==> config.mk <==
export PLATFORM = sky130hd
export DESIGN_NAME = dbg_mem_ctrl_flat
export DESIGN_NICKNAME = d
export VERILOG_FILES = /design/src/rtl/dbg_mem_pkg.sv /design/src/rtl/dbg_mem_ctrl_if.sv /design/src/rtl/dbg_addr_decode.sv /design/src/rtl/dbg_mem_ctrl.sv /design/src/flat_wrapper.sv
export SDC_FILE = /design/constraint.sdc
export NUM_CORES = 1
export LEC_CHECK = 0
export BUFFER_PORTS_ARGS = -buffer_cell sky130_fd_sc_hd__buf_2
export CAP_MARGIN = 15
export CORE_UTILIZATION = 49
export DETAILED_ROUTE_END_ITERATION = 10
export GPL_ROUTABILITY_DRIVEN = 0
export PLACE_DENSITY = 0.85
export SLEW_MARGIN = 10
export SYNTH_ARGS = -nofsm -noshare
export SYNTH_HDL_FRONTEND = slang
export SYNTH_SLANG_ARGS = --single-unit
==> constraint.sdc <==
create_clock -name clk -period 4.1 [get_ports clk]
set_input_delay 0.615 -clock clk [delete_from_list [all_inputs] [get_ports clk]]
set_output_delay 0.615 -clock clk [all_outputs]
set_load 0.01 [all_outputs]
==> src/rtl/dbg_mem_pkg.sv <==
// Shared types for the debug memory controller.
// FSM states, decode regions and the word size.
package dbg_mem_pkg;

    typedef enum logic [1:0] {
        IDLE,
        ISSUE,
        WAIT,
        RESP
    } state_t;

    typedef enum logic [1:0] {
        REG_IMEM,
        REG_DMEM,
        REG_NONE
    } region_t;

    localparam int WORD_BYTES = 4;

endpackage

==> src/rtl/dbg_mem_ctrl_if.sv <==
// Host request/response channel of the debug memory controller.
// master: host transport side; slave: dbg_mem_ctrl.
interface dbg_mem_ctrl_if;

    logic        req_valid;
    logic        req_ready;
    logic        req_we;
    logic [31:0] req_addr;
    logic [31:0] req_wdata;
    logic [3:0]  req_wstrb;
    logic        rsp_valid;
    logic        rsp_ready;
    logic [31:0] rsp_rdata;
    logic        rsp_err;

    modport master (
        output req_valid,
        input  req_ready,
        output req_we,
        output req_addr,
        output req_wdata,
        output req_wstrb,
        input  rsp_valid,
        output rsp_ready,
        input  rsp_rdata,
        input  rsp_err
    );

    modport slave (
        input  req_valid,
        output req_ready,
        input  req_we,
        input  req_addr,
        input  req_wdata,
        input  req_wstrb,
        output rsp_valid,
        input  rsp_ready,
        output rsp_rdata,
        output rsp_err
    );

endinterface

==> src/rtl/dbg_addr_decode.sv <==
// Byte address to IMEM/DMEM window decode (combinational).
// In: req_addr. Out: region, per-window word index, err.
module dbg_addr_decode
    import dbg_mem_pkg::*;
#(
    parameter int          ADDR_WIDTH_I = 10,
    parameter int          ADDR_WIDTH_D = 10,
    parameter logic [31:0] IMEM_BASE    = 32'h0000_0000,
    parameter logic [31:0] DMEM_BASE    = 32'h1000_0000
) (
    input  logic [31:0]             req_addr,
    output region_t                 region,
    output logic [ADDR_WIDTH_I-1:0] idx_i,
    output logic [ADDR_WIDTH_D-1:0] idx_d,
    output logic                    err
);

    // Window sizes in bytes; 33 bits so a full 4 GiB span cannot overflow.
    localparam logic [32:0] SPAN_I = 33'(WORD_BYTES) << ADDR_WIDTH_I;
    localparam logic [32:0] SPAN_D = 33'(WORD_BYTES) << ADDR_WIDTH_D;

    logic [31:0] off_i;
    logic [31:0] off_d;
    logic        hit_i;
    logic        hit_d;

    // Offsets wrap in 32 bits, so an address below a base looks huge
    // and falls out of that window.
    assign off_i = req_addr - IMEM_BASE;
    assign off_d = req_addr - DMEM_BASE;
    assign hit_i = {1'b0, off_i} < SPAN_I;
    assign hit_d = {1'b0, off_d} < SPAN_D;
    assign idx_i = off_i[ADDR_WIDTH_I+1:2];
    assign idx_d = off_d[ADDR_WIDTH_D+1:2];

    // IMEM takes priority when the windows overlap.
    always_comb begin
        region = REG_NONE;
        if (hit_i) begin
            region = REG_IMEM;
        end else if (hit_d) begin
            region = REG_DMEM;
        end
    end

    assign err = (req_addr[1:0] != 2'b00) || (region == REG_NONE);

endmodule

==> src/rtl/dbg_mem_ctrl.sv <==
// Debug/loader controller driving Port B of IMEM and DMEM.
// Ports: clk, rst_n, bus (request/response slave), imem_b_* and
// dmem_b_* memory Port B groups, hold_req in, cpu_rst_n out.
// Optional macro DBG_MEM_CTRL_CPU_HOLD_EN: hold_req holds cpu_rst_n low.
module dbg_mem_ctrl
    import dbg_mem_pkg::*;
#(
    parameter int          ADDR_WIDTH_I = 10,
    parameter int          DATA_WIDTH_I = 32,
    parameter int          ADDR_WIDTH_D = 10,
    parameter int          DATA_WIDTH_D = 32,
    parameter logic [31:0] IMEM_BASE    = 32'h0000_0000,
    parameter logic [31:0] DMEM_BASE    = 32'h1000_0000
) (
    input  logic                    clk,
    input  logic                    rst_n,
    dbg_mem_ctrl_if.slave           bus,

    output logic                    imem_b_en,
    output logic                    imem_b_we,
    output logic [3:0]              imem_b_wstrb,
    output logic [ADDR_WIDTH_I-1:0] imem_b_addr,
    output logic [DATA_WIDTH_I-1:0] imem_b_wdata,
    input  logic [DATA_WIDTH_I-1:0] imem_b_rdata,

    output logic                    dmem_b_en,
    output logic                    dmem_b_we,
    output logic [3:0]              dmem_b_wstrb,
    output logic [ADDR_WIDTH_D-1:0] dmem_b_addr,
    output logic [DATA_WIDTH_D-1:0] dmem_b_wdata,
    input  logic [DATA_WIDTH_D-1:0] dmem_b_rdata,

    input  logic                    hold_req,
    output logic                    cpu_rst_n
);

    state_t                  state_q, state_d;
    region_t                 region_q, region_d;
    logic                    we_q, we_d;

    logic                    req_ready_q, req_ready_d;
    logic                    rsp_valid_q, rsp_valid_d;
    logic [31:0]             rsp_rdata_q, rsp_rdata_d;
    logic                    rsp_err_q, rsp_err_d;

    logic                    imem_en_d, imem_we_d;
    logic [3:0]              imem_wstrb_d;
    logic [ADDR_WIDTH_I-1:0] imem_addr_d;
    logic [DATA_WIDTH_I-1:0] imem_wdata_d;

    logic                    dmem_en_d, dmem_we_d;
    logic [3:0]              dmem_wstrb_d;
    logic [ADDR_WIDTH_D-1:0] dmem_addr_d;
    logic [DATA_WIDTH_D-1:0] dmem_wdata_d;

    region_t                 dec_region;
    logic [ADDR_WIDTH_I-1:0] dec_idx_i;
    logic [ADDR_WIDTH_D-1:0] dec_idx_d;
    logic                    dec_err;
    logic                    accept;

    dbg_addr_decode #(
        .ADDR_WIDTH_I (ADDR_WIDTH_I),
        .ADDR_WIDTH_D (ADDR_WIDTH_D),
        .IMEM_BASE    (IMEM_BASE),
        .DMEM_BASE    (DMEM_BASE)
    ) u_dec (
        .req_addr (bus.req_addr),
        .region   (dec_region),
        .idx_i    (dec_idx_i),
        .idx_d    (dec_idx_d),
        .err      (dec_err)
    );

    assign bus.req_ready = req_ready_q;
    assign bus.rsp_valid = rsp_valid_q;
    assign bus.rsp_rdata = rsp_rdata_q;
    assign bus.rsp_err   = rsp_err_q;

    assign accept = bus.req_valid && req_ready_q;

    // Port B registers are loaded on the accept edge so the enable
    // is visible during ISSUE and cleared on the following edge.
    always_comb begin
        state_d      = state_q;
        region_d     = region_q;
        we_d         = we_q;
        req_ready_d  = 1'b0;
        rsp_valid_d  = rsp_valid_q;
        rsp_rdata_d  = rsp_rdata_q;
        rsp_err_d    = rsp_err_q;
        imem_en_d    = 1'b0;
        imem_we_d    = 1'b0;
        imem_wstrb_d = '0;
        imem_addr_d  = '0;
        imem_wdata_d = '0;
        dmem_en_d    = 1'b0;
        dmem_we_d    = 1'b0;
        dmem_wstrb_d = '0;
        dmem_addr_d  = '0;
        dmem_wdata_d = '0;

        unique case (state_q)
            IDLE: begin
                req_ready_d = 1'b1;
                if (accept) begin
                    req_ready_d = 1'b0;
                    we_d        = bus.req_we;
                    region_d    = dec_region;
                    rsp_rdata_d = '0;
                    rsp_err_d   = dec_err;
                    if (dec_err) begin
                        state_d     = RESP;
                        rsp_valid_d = 1'b1;
                    end else begin
                        state_d = ISSUE;
                        if (dec_region == REG_IMEM) begin
                            imem_en_d    = 1'b1;
                            imem_we_d    = bus.req_we;
                            imem_wstrb_d = bus.req_we ? bus.req_wstrb : 4'h0;
                            imem_addr_d  = dec_idx_i;
                            imem_wdata_d = bus.req_wdata;
                        end else begin
                            dmem_en_d    = 1'b1;
                            dmem_we_d    = bus.req_we;
                            dmem_wstrb_d = bus.req_we ? bus.req_wstrb : 4'h0;
                            dmem_addr_d  = dec_idx_d;
                            dmem_wdata_d = bus.req_wdata;
                        end
                    end
                end
            end
            ISSUE: begin
                if (we_q) begin
                    state_d     = RESP;
                    rsp_valid_d = 1'b1;
                end else begin
                    state_d = WAIT;
                end
            end
            WAIT: begin
                // Memory read data is valid one cycle after the enable.
                rsp_rdata_d = (region_q == REG_DMEM) ? dmem_b_rdata
                                                     : imem_b_rdata;
                rsp_valid_d = 1'b1;
                state_d     = RESP;
            end
            RESP: begin
                if (bus.rsp_ready) begin
                    rsp_valid_d = 1'b0;
                    req_ready_d = 1'b1;
                    state_d     = IDLE;
                end
            end
            default: begin
                state_d = IDLE;
            end
        endcase
    end

    always_ff @(posedge clk or negedge rst_n) begin
        if (!rst_n) begin
            state_q      <= IDLE;
            region_q     <= REG_NONE;
            we_q         <= 1'b0;
            req_ready_q  <= 1'b0;
            rsp_valid_q  <= 1'b0;
            rsp_rdata_q  <= '0;
            rsp_err_q    <= 1'b0;
            imem_b_en    <= 1'b0;
            imem_b_we    <= 1'b0;
            imem_b_wstrb <= '0;
            imem_b_addr  <= '0;
            imem_b_wdata <= '0;
            dmem_b_en    <= 1'b0;
            dmem_b_we    <= 1'b0;
            dmem_b_wstrb <= '0;
            dmem_b_addr  <= '0;
            dmem_b_wdata <= '0;
        end else begin
            state_q      <= state_d;
            region_q     <= region_d;
            we_q         <= we_d;
            req_ready_q  <= req_ready_d;
            rsp_valid_q  <= rsp_valid_d;
            rsp_rdata_q  <= rsp_rdata_d;
            rsp_err_q    <= rsp_err_d;
            imem_b_en    <= imem_en_d;
            imem_b_we    <= imem_we_d;
            imem_b_wstrb <= imem_wstrb_d;
            imem_b_addr  <= imem_addr_d;
            imem_b_wdata <= imem_wdata_d;
            dmem_b_en    <= dmem_en_d;
            dmem_b_we    <= dmem_we_d;
            dmem_b_wstrb <= dmem_wstrb_d;
            dmem_b_addr  <= dmem_addr_d;
            dmem_b_wdata <= dmem_wdata_d;
        end
    end

`ifdef DBG_MEM_CTRL_CPU_HOLD_EN
    // hold_q resets high so the CPU stays in reset until the host
    // has been seen releasing hold_req.
    logic hold_q;

    always_ff @(posedge clk or negedge rst_n) begin
        if (!rst_n) begin
            hold_q    <= 1'b1;
            cpu_rst_n <= 1'b0;
        end else begin
            hold_q    <= hold_req;
            cpu_rst_n <= !hold_q;
        end
    end
`else
    logic unused_hold_req;

    assign unused_hold_req = hold_req;

    always_ff @(posedge clk or negedge rst_n) begin
        if (!rst_n) begin
            cpu_rst_n <= 1'b0;
        end else begin
            cpu_rst_n <= 1'b1;
        end
    end
`endif

endmodule

==> src/flat_wrapper.sv <==
// flat-port wrapper written by rule: the top's interface ports become plain ports
module dbg_mem_ctrl_flat import dbg_mem_pkg::*;
#(
    parameter int          ADDR_WIDTH_I = 10,
    parameter int          DATA_WIDTH_I = 32,
    parameter int          ADDR_WIDTH_D = 10,
    parameter int          DATA_WIDTH_D = 32,
    parameter logic [31:0] IMEM_BASE    = 32'h0000_0000,
    parameter logic [31:0] DMEM_BASE    = 32'h1000_0000
)
  (clk, rst_n, imem_b_en, imem_b_we, imem_b_wstrb, imem_b_addr, imem_b_wdata, imem_b_rdata, dmem_b_en, dmem_b_we, dmem_b_wstrb, dmem_b_addr, dmem_b_wdata, dmem_b_rdata, hold_req, cpu_rst_n, bus_req_valid, bus_req_ready, bus_req_we, bus_req_addr, bus_req_wdata, bus_req_wstrb, bus_rsp_valid, bus_rsp_ready, bus_rsp_rdata, bus_rsp_err);
  dbg_mem_ctrl_if bus_i ();
  input  logic clk;
  input  logic rst_n;
  output logic imem_b_en;
  output logic imem_b_we;
  output logic [3:0] imem_b_wstrb;
  output logic [ADDR_WIDTH_I-1:0] imem_b_addr;
  output logic [DATA_WIDTH_I-1:0] imem_b_wdata;
  input  logic [DATA_WIDTH_I-1:0] imem_b_rdata;
  output logic dmem_b_en;
  output logic dmem_b_we;
  output logic [3:0] dmem_b_wstrb;
  output logic [ADDR_WIDTH_D-1:0] dmem_b_addr;
  output logic [DATA_WIDTH_D-1:0] dmem_b_wdata;
  input  logic [DATA_WIDTH_D-1:0] dmem_b_rdata;
  input  logic hold_req;
  output logic cpu_rst_n;
  input wire logic [$bits(bus_i.req_valid)-1:0] bus_req_valid;
  output wire logic [$bits(bus_i.req_ready)-1:0] bus_req_ready;
  input wire logic [$bits(bus_i.req_we)-1:0] bus_req_we;
  input wire logic [$bits(bus_i.req_addr)-1:0] bus_req_addr;
  input wire logic [$bits(bus_i.req_wdata)-1:0] bus_req_wdata;
  input wire logic [$bits(bus_i.req_wstrb)-1:0] bus_req_wstrb;
  output wire logic [$bits(bus_i.rsp_valid)-1:0] bus_rsp_valid;
  input wire logic [$bits(bus_i.rsp_ready)-1:0] bus_rsp_ready;
  output wire logic [$bits(bus_i.rsp_rdata)-1:0] bus_rsp_rdata;
  output wire logic [$bits(bus_i.rsp_err)-1:0] bus_rsp_err;
  assign bus_i.req_valid = bus_req_valid;
  assign bus_req_ready = bus_i.req_ready;
  assign bus_i.req_we = bus_req_we;
  assign bus_i.req_addr = bus_req_addr;
  assign bus_i.req_wdata = bus_req_wdata;
  assign bus_i.req_wstrb = bus_req_wstrb;
  assign bus_rsp_valid = bus_i.rsp_valid;
  assign bus_i.rsp_ready = bus_rsp_ready;
  assign bus_rsp_rdata = bus_i.rsp_rdata;
  assign bus_rsp_err = bus_i.rsp_err;
  dbg_mem_ctrl #(.ADDR_WIDTH_I(ADDR_WIDTH_I), .DATA_WIDTH_I(DATA_WIDTH_I), .ADDR_WIDTH_D(ADDR_WIDTH_D), .DATA_WIDTH_D(DATA_WIDTH_D), .IMEM_BASE(IMEM_BASE), .DMEM_BASE(DMEM_BASE)) u_core (.clk(clk), .rst_n(rst_n), .bus(bus_i), .imem_b_en(imem_b_en), .imem_b_we(imem_b_we), .imem_b_wstrb(imem_b_wstrb), .imem_b_addr(imem_b_addr), .imem_b_wdata(imem_b_wdata), .imem_b_rdata(imem_b_rdata), .dmem_b_en(dmem_b_en), .dmem_b_we(dmem_b_we), .dmem_b_wstrb(dmem_b_wstrb), .dmem_b_addr(dmem_b_addr), .dmem_b_wdata(dmem_b_wdata), .dmem_b_rdata(dmem_b_rdata), .hold_req(hold_req), .cpu_rst_n(cpu_rst_n));
endmodule
---- After elaboration in Yosys (flattened, before gate mapping) ----
Index checks and enable logic that the tools add are counted.
word-level totals
  flip-flop bits (word level) ............. 137
  bits of input ports ..................... 138
  output and inout port bits .............. 132
  logic and storage cells ................. 99
cells by class
  add/sub/neg operators ................... 1
  order comparisons ....................... 2
  eq/ne operators ......................... 9
  muxes and demuxes ....................... 59
  reductions and logical operators ........ 10
operators with widths
  kind                                                          number
  two-way mux 32 bit                                            10
  two-way mux 10 bit                                            8
  less-than comparator 32 x 13 -> 1 bit, second input constant  2
  case mux 32 bit (2 select lines)                              1
  two-way mux 4 bit                                             9
  subtractor 32 x 29 -> 32 bit, second input constant           1
  two-way mux 1 bit                                             23
  two-way mux 2 bit                                             5
  case mux 2 bit (4 select lines)                               1
  equality test 2 bit, second input constant                    3
  inequality test 2 x 1 -> 1 bit, second input constant         3
  AND reduction 2 bit                                           3
  equality test 2 x 1 -> 1 bit, second input constant           2
  zero test 2 bit                                               2
  case mux 1 bit (4 select lines)                               1
  AND reduction 4 bit                                           1
  nonzero test 2 bit                                            2
  inequality test 2 bit, second input constant                  1
  case mux 1 bit (2 select lines)                               1
  logical AND 1 bit                                             1
  logical OR 1 bit                                              1

---- Longest topological paths before layout ----
Gate-level depths: netlist of run 1.
  depth after elaboration ................. 9
  depth in mapped cells ................... 8
  gate-level depth less buffers ........... 6

---- Cells and area by module ----
Synthesis of run 1 repeated with hierarchy kept, for this count alone.
unflattened totals
  cells, all modules ...................... 383
  area, all modules ....................... 5,273.8 um2
by module, submodules not included
  module           instances  cells an instance  area an instance (um2)  seq. area each (um2)
  dbg_mem_ctrl     1          353                5,059.9                 3,429.5
  dbg_addr_decode  1          30                 214.0                   0.0

---- Worst setup path after synthesis of run 1 ----
No wires, ideal clock.
  kind .................................... input to register
  start point ............................. input port bus_req_addr[22]
  end point ............................... register u_core.dmem_b_addr[1]
  library setup time ...................... 0.067 ns
  arrival time ............................ 1.729 ns
  data required time ...................... 4.033 ns
  setup slack ............................. 2.304 ns
  stages .................................. 6
  buffers on the path ..................... 2
  cells stage by stage .................... nor4_2 > and3_4 > and4_4 > buf_8 > buf_8 > and3_1
between the ends
  word-level cells in the longest chain between the ends .. 9
  elaborated cells on any way between the ends .. 12
  those cells by class .................... 1 x add/sub; 2 x order compare; 1 x eq/ne; 6 x mux; 2 x reduce/logical
ends and longest elaborated chain
  element                                                        line                                        RTL
  from (decl)                                                    flat_wrapper.sv:32                          input wire logic [$bits(bus_i.req_addr)-1:0] bus_req_addr;
  subtractor 32 x 29 -> 32 bit                                   dbg_addr_decode.sv:30                       assign off_d = req_addr - DMEM_BASE;
  less-than comparator 32 x 13 -> 1 bit                          dbg_addr_decode.sv:32                       assign hit_d = {1'b0, off_d} < SPAN_D;
  two-way mux 2 bit                                              dbg_addr_decode.sv:41                       end else if (hit_d) begin
  two-way mux 2 bit *                                            dbg_addr_decode.sv:39                       if (hit_i) begin
  zero test 2 bit / equality test 2 bit (equally long branches)  dbg_mem_ctrl.sv:117, dbg_addr_decode.sv:46
  two-way mux 10 bit / logical OR 1 bit (equally long branches)  dbg_mem_ctrl.sv:117, dbg_addr_decode.sv:46
  two-way mux 10 bit *                                           dbg_mem_ctrl.sv:112                         if (dec_err) begin
  two-way mux 10 bit *                                           dbg_mem_ctrl.sv:106                         if (accept) begin
  two-way mux 10 bit *                                           dbg_mem_ctrl.sv:103                         unique case (state_q)
  net u_core.dmem_addr_d[1]                                      dbg_mem_ctrl.sv:53                          logic [ADDR_WIDTH_D-1:0] dmem_addr_d;
  to (signal assigned)                                           dbg_mem_ctrl.sv:196                         dmem_b_addr <= dmem_addr_d;
  to (decl)                                                      dbg_mem_ctrl.sv:29                          output logic [ADDR_WIDTH_D-1:0] dmem_b_addr,
The timed path passes the listed nets; every way through them passes the cells marked *.
A chain may end at the register's enable or synchronous reset.

---- Worst setup path after layout of run 1 ----
  start point ............................. register u_core.state_q[0]
  end point ............................... register u_core.imem_b_wdata[9]
between the ends
  word-level cells in the longest chain between the ends .. 2
ends and longest elaborated chain
  element                     line                 RTL
  from (decl)                 dbg_mem_ctrl.sv:37   state_t state_q, state_d;
  from (signal assigned)      dbg_mem_ctrl.sv:181  state_q <= state_d;
  zero test 2 bit             dbg_mem_ctrl.sv:103
  two-way mux 32 bit          dbg_mem_ctrl.sv:103
  net u_core.imem_wdata_d[9]  dbg_mem_ctrl.sv:49   logic [DATA_WIDTH_I-1:0] imem_wdata_d;
  to (signal assigned)        dbg_mem_ctrl.sv:192  imem_b_wdata <= imem_wdata_d;
  to (decl)                   dbg_mem_ctrl.sv:23   output logic [DATA_WIDTH_I-1:0] imem_b_wdata,
The timed path passes the listed nets, and every way through them passes these cells.

==> impl_metrics.yaml, run 1 <==
status:
  outcome: "complete, no violations"
yosys:
  seq_area_frac_synth: 0.650
  netlist_instances: 422
  synth_commonest_cells: "136 x dfrtp_1, 43 x nand2_1, 42 x nor3b_1"
  synth_fa_ha_area_frac: 0.00949
  postSynth.topFlopCell: "dfrtp_1"
  syn_area_per_cell_sq_um: 12.5
  synth-compound-area-share: 0.0467
  mapped_area_sq_um: 5270
  synth_simple_gate_area_share: 0.189
  post_synth_num_cell_types: 37
  muxShareOfSynthArea: 0.0629
  post_synth_main_area_contributors: "dfrtp_1 65%, mux2i_1 6.1%, nor3b_1 6.0%, and3_1 4.7%, o21ai_0 3.2%"
  post-synth-top-area-fraction: 0.645
  most_area_hungry_cell_type_in_the_yosys_netlist: "dfrtp_1"
  synth-edff-count: 0
  yosysWarningCount: 0
  postSynthRegisterBits: 137
  synthXorXnorAreaFrac: 0
  proportion_of_synthesized_flip_flops_having_asynchronous_set_or_reset: 1.00
  yosysMostFrequentCell: "dfrtp_1"
  main_combinational_cell_family_by_area_after_synthesis: "simple AND/OR/NAND/NOR gates"
  synth.net_count: 564
drt:
  vias: 4202
  first_pass_drt_iterations: 4
  drt_drc_violations_left: 0
  postRouteAntennaNets: 0
  detail_route.vias_per_cell: 5.08
  routed_wirelength_mm: 13.4
  drt_iter0_drc: 193
  route.detailed.wl_per_inst_um: 16.2
finish:
  nNetsFinal: 821
  area.growth.synth_to_final_pct: 36.0
  number_of_antenna_cells_inserted: 0
  final_layout_size_suffix_gt1_frac: 0.460
clocking:
  numCtsBuffers: 17
  cts_htree_levels: 4
  cts_resized: 0
  clock-root-buffer: "clkbuf_8"
  cts_post_setup_buffers_inserted: 0
  cts_tree: "yes"
  clk-insertion-delay-late_ns: 0.50
  cts_hold_buffers: 0
  clock_path_buffers: 2
  clock-sinks: 137
  clkSlewWorstSetupHoldPaths_ns: 0.06
floorplan:
  ioPinCount: 270
  rows: 37
  die_width_um: 106
  core-area_sq_um: 10400
  fp.dieArea_sq_um: 11200
  height_of_the_die_um: 106
  floorplan.initialDensity: 0.508
pwr:
  power.density_nw_per_um2: 536
  irDropWorstVdd_mv: 0.434
  power.total_mw: 3.85
  p_leak_nw: 4.00
critical_path:
  critical_path.endpoint: "u_core.imem_b_wdata[9]"
  worstSetupEndpointType: "flip-flop"
  cp_startpoint_kind: "flip-flop"
  worst_ep_arrival_time_ns: 2.97
  critical_path.reg2reg.endpoint: "u_core.imem_b_wdata[9]"
  path_class: "reg -> reg"
  reg2reg_setup_slack_ns: 1.50
  worst_r2r_path_depth: 5
  r2r-start: "u_core.state_q[0]"
  startpoint: "u_core.state_q[0]"
  timing.critical_path.fanout_max: 52
  required_ns: 4.47
sta:
  max-slew-margin-rel: 0.235
  setup_violations: 0
  timing.fmax_ghz: 0.385
  tns_ns: 0
  period_minus_slack_ns: 2.60
  min_period_over_period: 0.633
  grt_setup_unrepaired: "no"
  timing.clock.skew_ns: 0.0136
  worst_slew_pin_slew_ns: 1.15
  report.final.hold_viol_count: 0
  finalMaxSlewViolations: 0
global_route:
  grt_first_pass_wirelength_mm: 20.9
  maximum_number_of_pins_on_one_net_before_global_route_repair: 121
  grt.overflow.total: 0
  gr-usage-all-layers: 0.244
  first_global_vias: 4210
  grt_antenna_before_repair: 0
place:
  dp_hpwl_mm: 9.47
  place.port_buffers: 268
min_path:
  timing.hold.worst.class: "in -> async"
job:
  drv.max_cap_violation_count: 0
## cell families after synthesis
| family | count (synthesis) |
|---|---|
| AND/OR/NAND/NOR | 164 |
| AO/OA/AOI/OAI | 45 |
| buffers and inverters | 38 |
| other | 1 |
| adder cells (fa/ha/maj) | 4 |
| multiplexers | 33 |
| flip-flops | 137 |
## worst min-delay path by stage
| stage | to | slack, ns | depth (start not counted) |
|---|---|---|---|
| floorplan | u_core.bus.req_ready | 0.32 | 0 |
| global placement | u_core.bus.rsp_rdata[17] | 0.46 | 2 |
| global route | u_core.imem_b_wstrb[1] | 0.34 | 3 |
| finish | u_core.dmem_b_addr[4] | 0.27 | 1 |
| detailed placement | u_core.bus.rsp_rdata[17] | 0.46 | 2 |
| CTS | u_core.dmem_b_addr[4] | 0.31 | 1 |
## placed cells by master, fill, tap and decap left out, drive strengths merged
cell type	Yosys	final
o21ai	34	34
o21bai	1	1
and4	1	1
and3	45	45
nor2b	1	1
conb	1	1
a21o	1	1
dfrtp	136	136
mux2i	32	32
inv	5	9
clkinv	0	5
nor4	4	4
a2111oi	1	1
nor2	10	10
mux2	1	1
buf	17	271
bufinv	0	1
nor3b	43	43
o31ai	1	1
a31oi	1	1
a21bo	1	1
clkinvlp	0	2
clkbuf	16	19
dfstp	1	1
nor3	5	5
nand2	43	43
nand3	7	7
o221ai	1	1
a21oi	4	4
and2	3	3
ha	4	4
nand4	2	2
## per-stage QoR
| stage | area (sq um) | worst slack, ns | util | instances | hold slack (ns) |
|---|---|---|---|---|---|
| floorplan | 5270 | 2.30 | - | 422 | 0.319 |
| global placement | 6630 | 1.60 | 0.639 | 796 | 0.461 |
| detailed placement | 6630 | 1.50 | 0.639 | 796 | 0.465 |
| CTS | 7170 | 1.49 | 0.691 | 827 | 0.313 |
| global route | 7170 | 1.29 | 0.691 | 827 | 0.335 |
| finish | 7170 | 1.50 | 0.691 | 827 | 0.272 |
## sequential cells by signal, summed over array words and instances (netlist names), 2 cells and up
| name | count |
|---|---|
| u_core.imem_b_wdata | 32 |
| u_core.bus.rsp_rdata | 32 |
| u_core.state_q | 2 |
| u_core.dmem_b_wstrb | 4 |
| u_core.imem_b_addr | 10 |
| u_core.dmem_b_wdata | 32 |
| u_core.dmem_b_addr | 10 |
| u_core.imem_b_wstrb | 4 |
| u_core.region_q | 2 |
## report_power, final
group	switching (mW)	internal, mW	leakage (nW)	total [mW]
Sequential	0.103	1.54	1.85	1.65
Combinational	0.496	0.320	1.89	0.816
Clock	0.572	0.811	0.261	1.38
Total	1.17	2.67	4.00	3.85
## worst max-delay path, cell delays in order, from the launching register on
cell and delay [ns]:
dfrtp_1 0.42, inv_1 0.15, ha_1 0.29, and3_1 0.42, nand4_4 0.72, nor3b_1 0.48
## routing by layer
layer | GRT usage | vias up | part of all wire
li1 | - | 1963 | -
met1 | 0.286 | 2060 | 0.39
met2 | 0.436 | 157 | 0.54
met3 | 0.0544 | 22 | 0.042
met4 | 0.0893 | 0 | 0.023
met5 | 0 | - | 0
## cell type report
cell class / count / area (sq um)
well taps: 136 / 170
multi-input cells: 247 / 1640
clock inverters: 12 / 119
repair buffers: 271 / 1370
inverters: 5 / 18.8
clock buffers: 19 / 422
flip-flops and latches: 137 / 3430
fillers: 784 / 3200
Power figures use the tool's default switching activity.
==> run 2: changes to the inputs <==
--- a/config.mk
+++ b/config.mk
@@ -7,10 +7,10 @@
 export LEC_CHECK = 0
 export BUFFER_PORTS_ARGS = -buffer_cell sky130_fd_sc_hd__buf_2
 export CAP_MARGIN = 15
-export CORE_UTILIZATION = 49
+export CORE_UTILIZATION = 45
 export DETAILED_ROUTE_END_ITERATION = 10
 export GPL_ROUTABILITY_DRIVEN = 0
-export PLACE_DENSITY = 0.85
+export PLACE_DENSITY = 0.79
 export SLEW_MARGIN = 10
 export SYNTH_ARGS = -nofsm -noshare
 export SYNTH_HDL_FRONTEND = slang
==> constraint.sdc (replaced) <==
create_clock -name clk -period 2.6 [get_ports clk]
set_input_delay 0.39 -clock clk [delete_from_list [all_inputs] [get_ports clk]]
set_output_delay 0.39 -clock clk [all_outputs]
set_load 0.01 [all_outputs]
==> run 2 against run 1 <==
Sequential cell count did not move; count of clock-buffer cells in the layout rose by 3; first-iteration DRC count rose by 61%; routed wire length rose by 0.48%; critical path depth rose by 1; combinational power rose by 59%; global-route usage fell by 2.0 points; cell area rose by 1.7%; sequential share of layout area fell by 0.82 points.
==> impl_metrics.yaml, run 2 (synthesized netlist as in run 1, its figures left out) <==
drt:
  drt_drc_violations_left: 0
  first_pass_drt_iterations: 4
  routed_wirelength_mm: 13.5
  detail_route.vias_per_cell: 5.00
  postRouteAntennaNets: 0
  route.detailed.wl_per_inst_um: 16.1
  drt_iter0_drc: 311
  vias: 4191
global_route:
  gr-usage-all-layers: 0.223
  maximum_number_of_pins_on_one_net_before_global_route_repair: 71
  first_global_vias: 4004
  grt_antenna_before_repair: 0
  grt_first_pass_wirelength_mm: 20.2
  grt.overflow.total: 0
clocking:
  cts_post_setup_buffers_inserted: 0
  clkSlewWorstSetupHoldPaths_ns: 0.06
  clk-insertion-delay-late_ns: 0.41
  clock-sinks: 137
  clock_path_buffers: 2
  clock-root-buffer: "clkbuf_16"
  cts_tree: "yes"
  numCtsBuffers: 17
  cts_resized: 0
  cts_htree_levels: 4
pwr:
  switching_power_mw: 1.81
  power.total_mw: 6.28
  power_switching_share: 0.288
  cell_internal_pwr_mw: 4.47
  seq_power_share: 0.414
  power.density_nw_per_um2: 860
  clock_power_share: 0.380
  irDropWorstVdd_mv: 0.601
  share_comb_of_total_power: 0.207
  p_leak_nw: 4.06
critical_path:
  reg2reg_setup_slack_ns: 0.44
  crit_path_max_incr_delay_ns: 0.42
  worst_r2r_path_depth: 6
  critical_path.n_buffers_inverters: 2
  path_cells: "inv_1 > ha_1 > and3_1 > nand4_4 > buf_4 > nor3b_1"
  required_ns: 2.90
  cp_startpoint_kind: "flip-flop"
  r2r-start: "u_core.state_q[1]"
  worst_ep_arrival_time_ns: 2.46
  critical_path.reg2reg.endpoint: "u_core.imem_b_addr[0]"
  crit_slowest_cell: "dfrtp_1"
  path_class: "reg -> reg"
  worstSetupEndpointType: "flip-flop"
  timing.critical_path.fanout_max: 52
  critPathTopFamily: "simple AND/OR/NAND/NOR gates"
floorplan:
  floorplan.initialDensity: 0.462
  ioPinCount: 270
  height_of_the_die_um: 110
  rows: 39
  fp.dieArea_sq_um: 12200
  core-area_sq_um: 11400
  die_width_um: 110
min_path:
  hold_path_depth: 3
  timing.hold.worst_endpoint: "u_core.imem_b_wstrb[3]"
  worst_hold_startpoint: "bus_req_wstrb[3]"
  timing.hold.worst.class: "in -> reg"
sta:
  grt_setup_unrepaired: "no"
  timing.fmax_ghz: 0.462
  timing.final.ws_setup_ns: 0.437
  finalMaxSlewViolations: 0
  tns_ns: 0
  timing.clock.skew_ns: 0.00640
  max-slew-margin-rel: 0.575
  worst_slew_pin_slew_ns: 0.637
  period_minus_slack_ns: 2.16
  report.final.hold_viol_count: 0
  min_period_over_period: 0.832
  setup_violations: 0
finish:
  number_of_antenna_cells_inserted: 0
  nNetsFinal: 825
  final_layout_size_suffix_gt1_frac: 0.464
  mostFrequentLayoutCells: "267 x buf_2, 136 x dfrtp_1, 43 x nand2_1, 42 x nor3b_1, 40 x and3_1"
  layout.cells.most_common: "buf_2"
  area.growth.synth_to_final_pct: 38.3
  filler_cell_count: 917
  post_layout_util: 0.639
status:
  outcome: "complete, no violations"
place:
  place.port_buffers: 268
  dp_worst_setup_slack_ns: 0.483
  dp_hpwl_mm: 9.49
job:
  drv.max_cap_violation_count: 0
-- run 2: timing repair --
item,CTS,global route
hold endpoints to repair,6,0
setup endpoints to repair,0,0
hold buffers,1,0
-- run 2: area by class of cell --
class	count	area, sq um	share of cell area
Multi-Input combinational cell	247	1640	0.225
Timing Repair Buffer	275	1430	0.196
Clock inverter	10	115	0.0158
Tap cell	143	179	0.0245
Clock buffer	22	484	0.0664
Inverter	5	18.8	0.00257
Sequential cell	137	3430	0.470
-- run 2: worst max path at each step --
stage	from	end	slack [ns]	cells after the start
after global routing	u_core.state_q[0]	u_core.imem_b_addr[0]	0.23	6
after global placement	u_core.state_q[0]	u_core.dmem_b_we	0.59	5
after detailed placement	u_core.state_q[1]	u_core.imem_b_wdata[13]	0.48	6
final	u_core.state_q[1]	u_core.imem_b_addr[0]	0.44	6
after floorplan	u_core.state_q[0]	u_core.dmem_b_addr[1]	0.90	8
after CTS	u_core.state_q[1]	u_core.imem_b_addr[0]	0.43	6
-- run 2: worst min-delay path, cell delays in order --
cell     delay [ns]
buf_2          0.11
nand2_1        0.06
nor3_1         0.04
-- run 2: per-stage QoR --
step	hold WS (ns)	cell area, sq um	instances
2_1_floorplan	0.0944	5270	422
3_3_place_gp	0.419	6690	806
3_5_place_dp	0.436	6690	806
4_1_cts	0.203	7290	839
5_1_grt	0.216	7290	839
6_report	0.221	7290	839
-- run 2: layer usage --
metal  global-route usage  wire length, um
met5                    0                0
met4               0.0705              178
met3               0.0664              732
met2                0.382             7190
met1                0.270             5380
-- run 2: power groups by stage --
stage               sequential [mW]  combinational (mW)  clock (mW)
finish                         2.60                1.30        2.38
global route                   2.63                1.47        2.53
CTS                            2.59                1.31        2.43
detailed placement             2.62                1.30           0
global placement               2.61                1.24           0
floorplan                      2.73               0.580           0
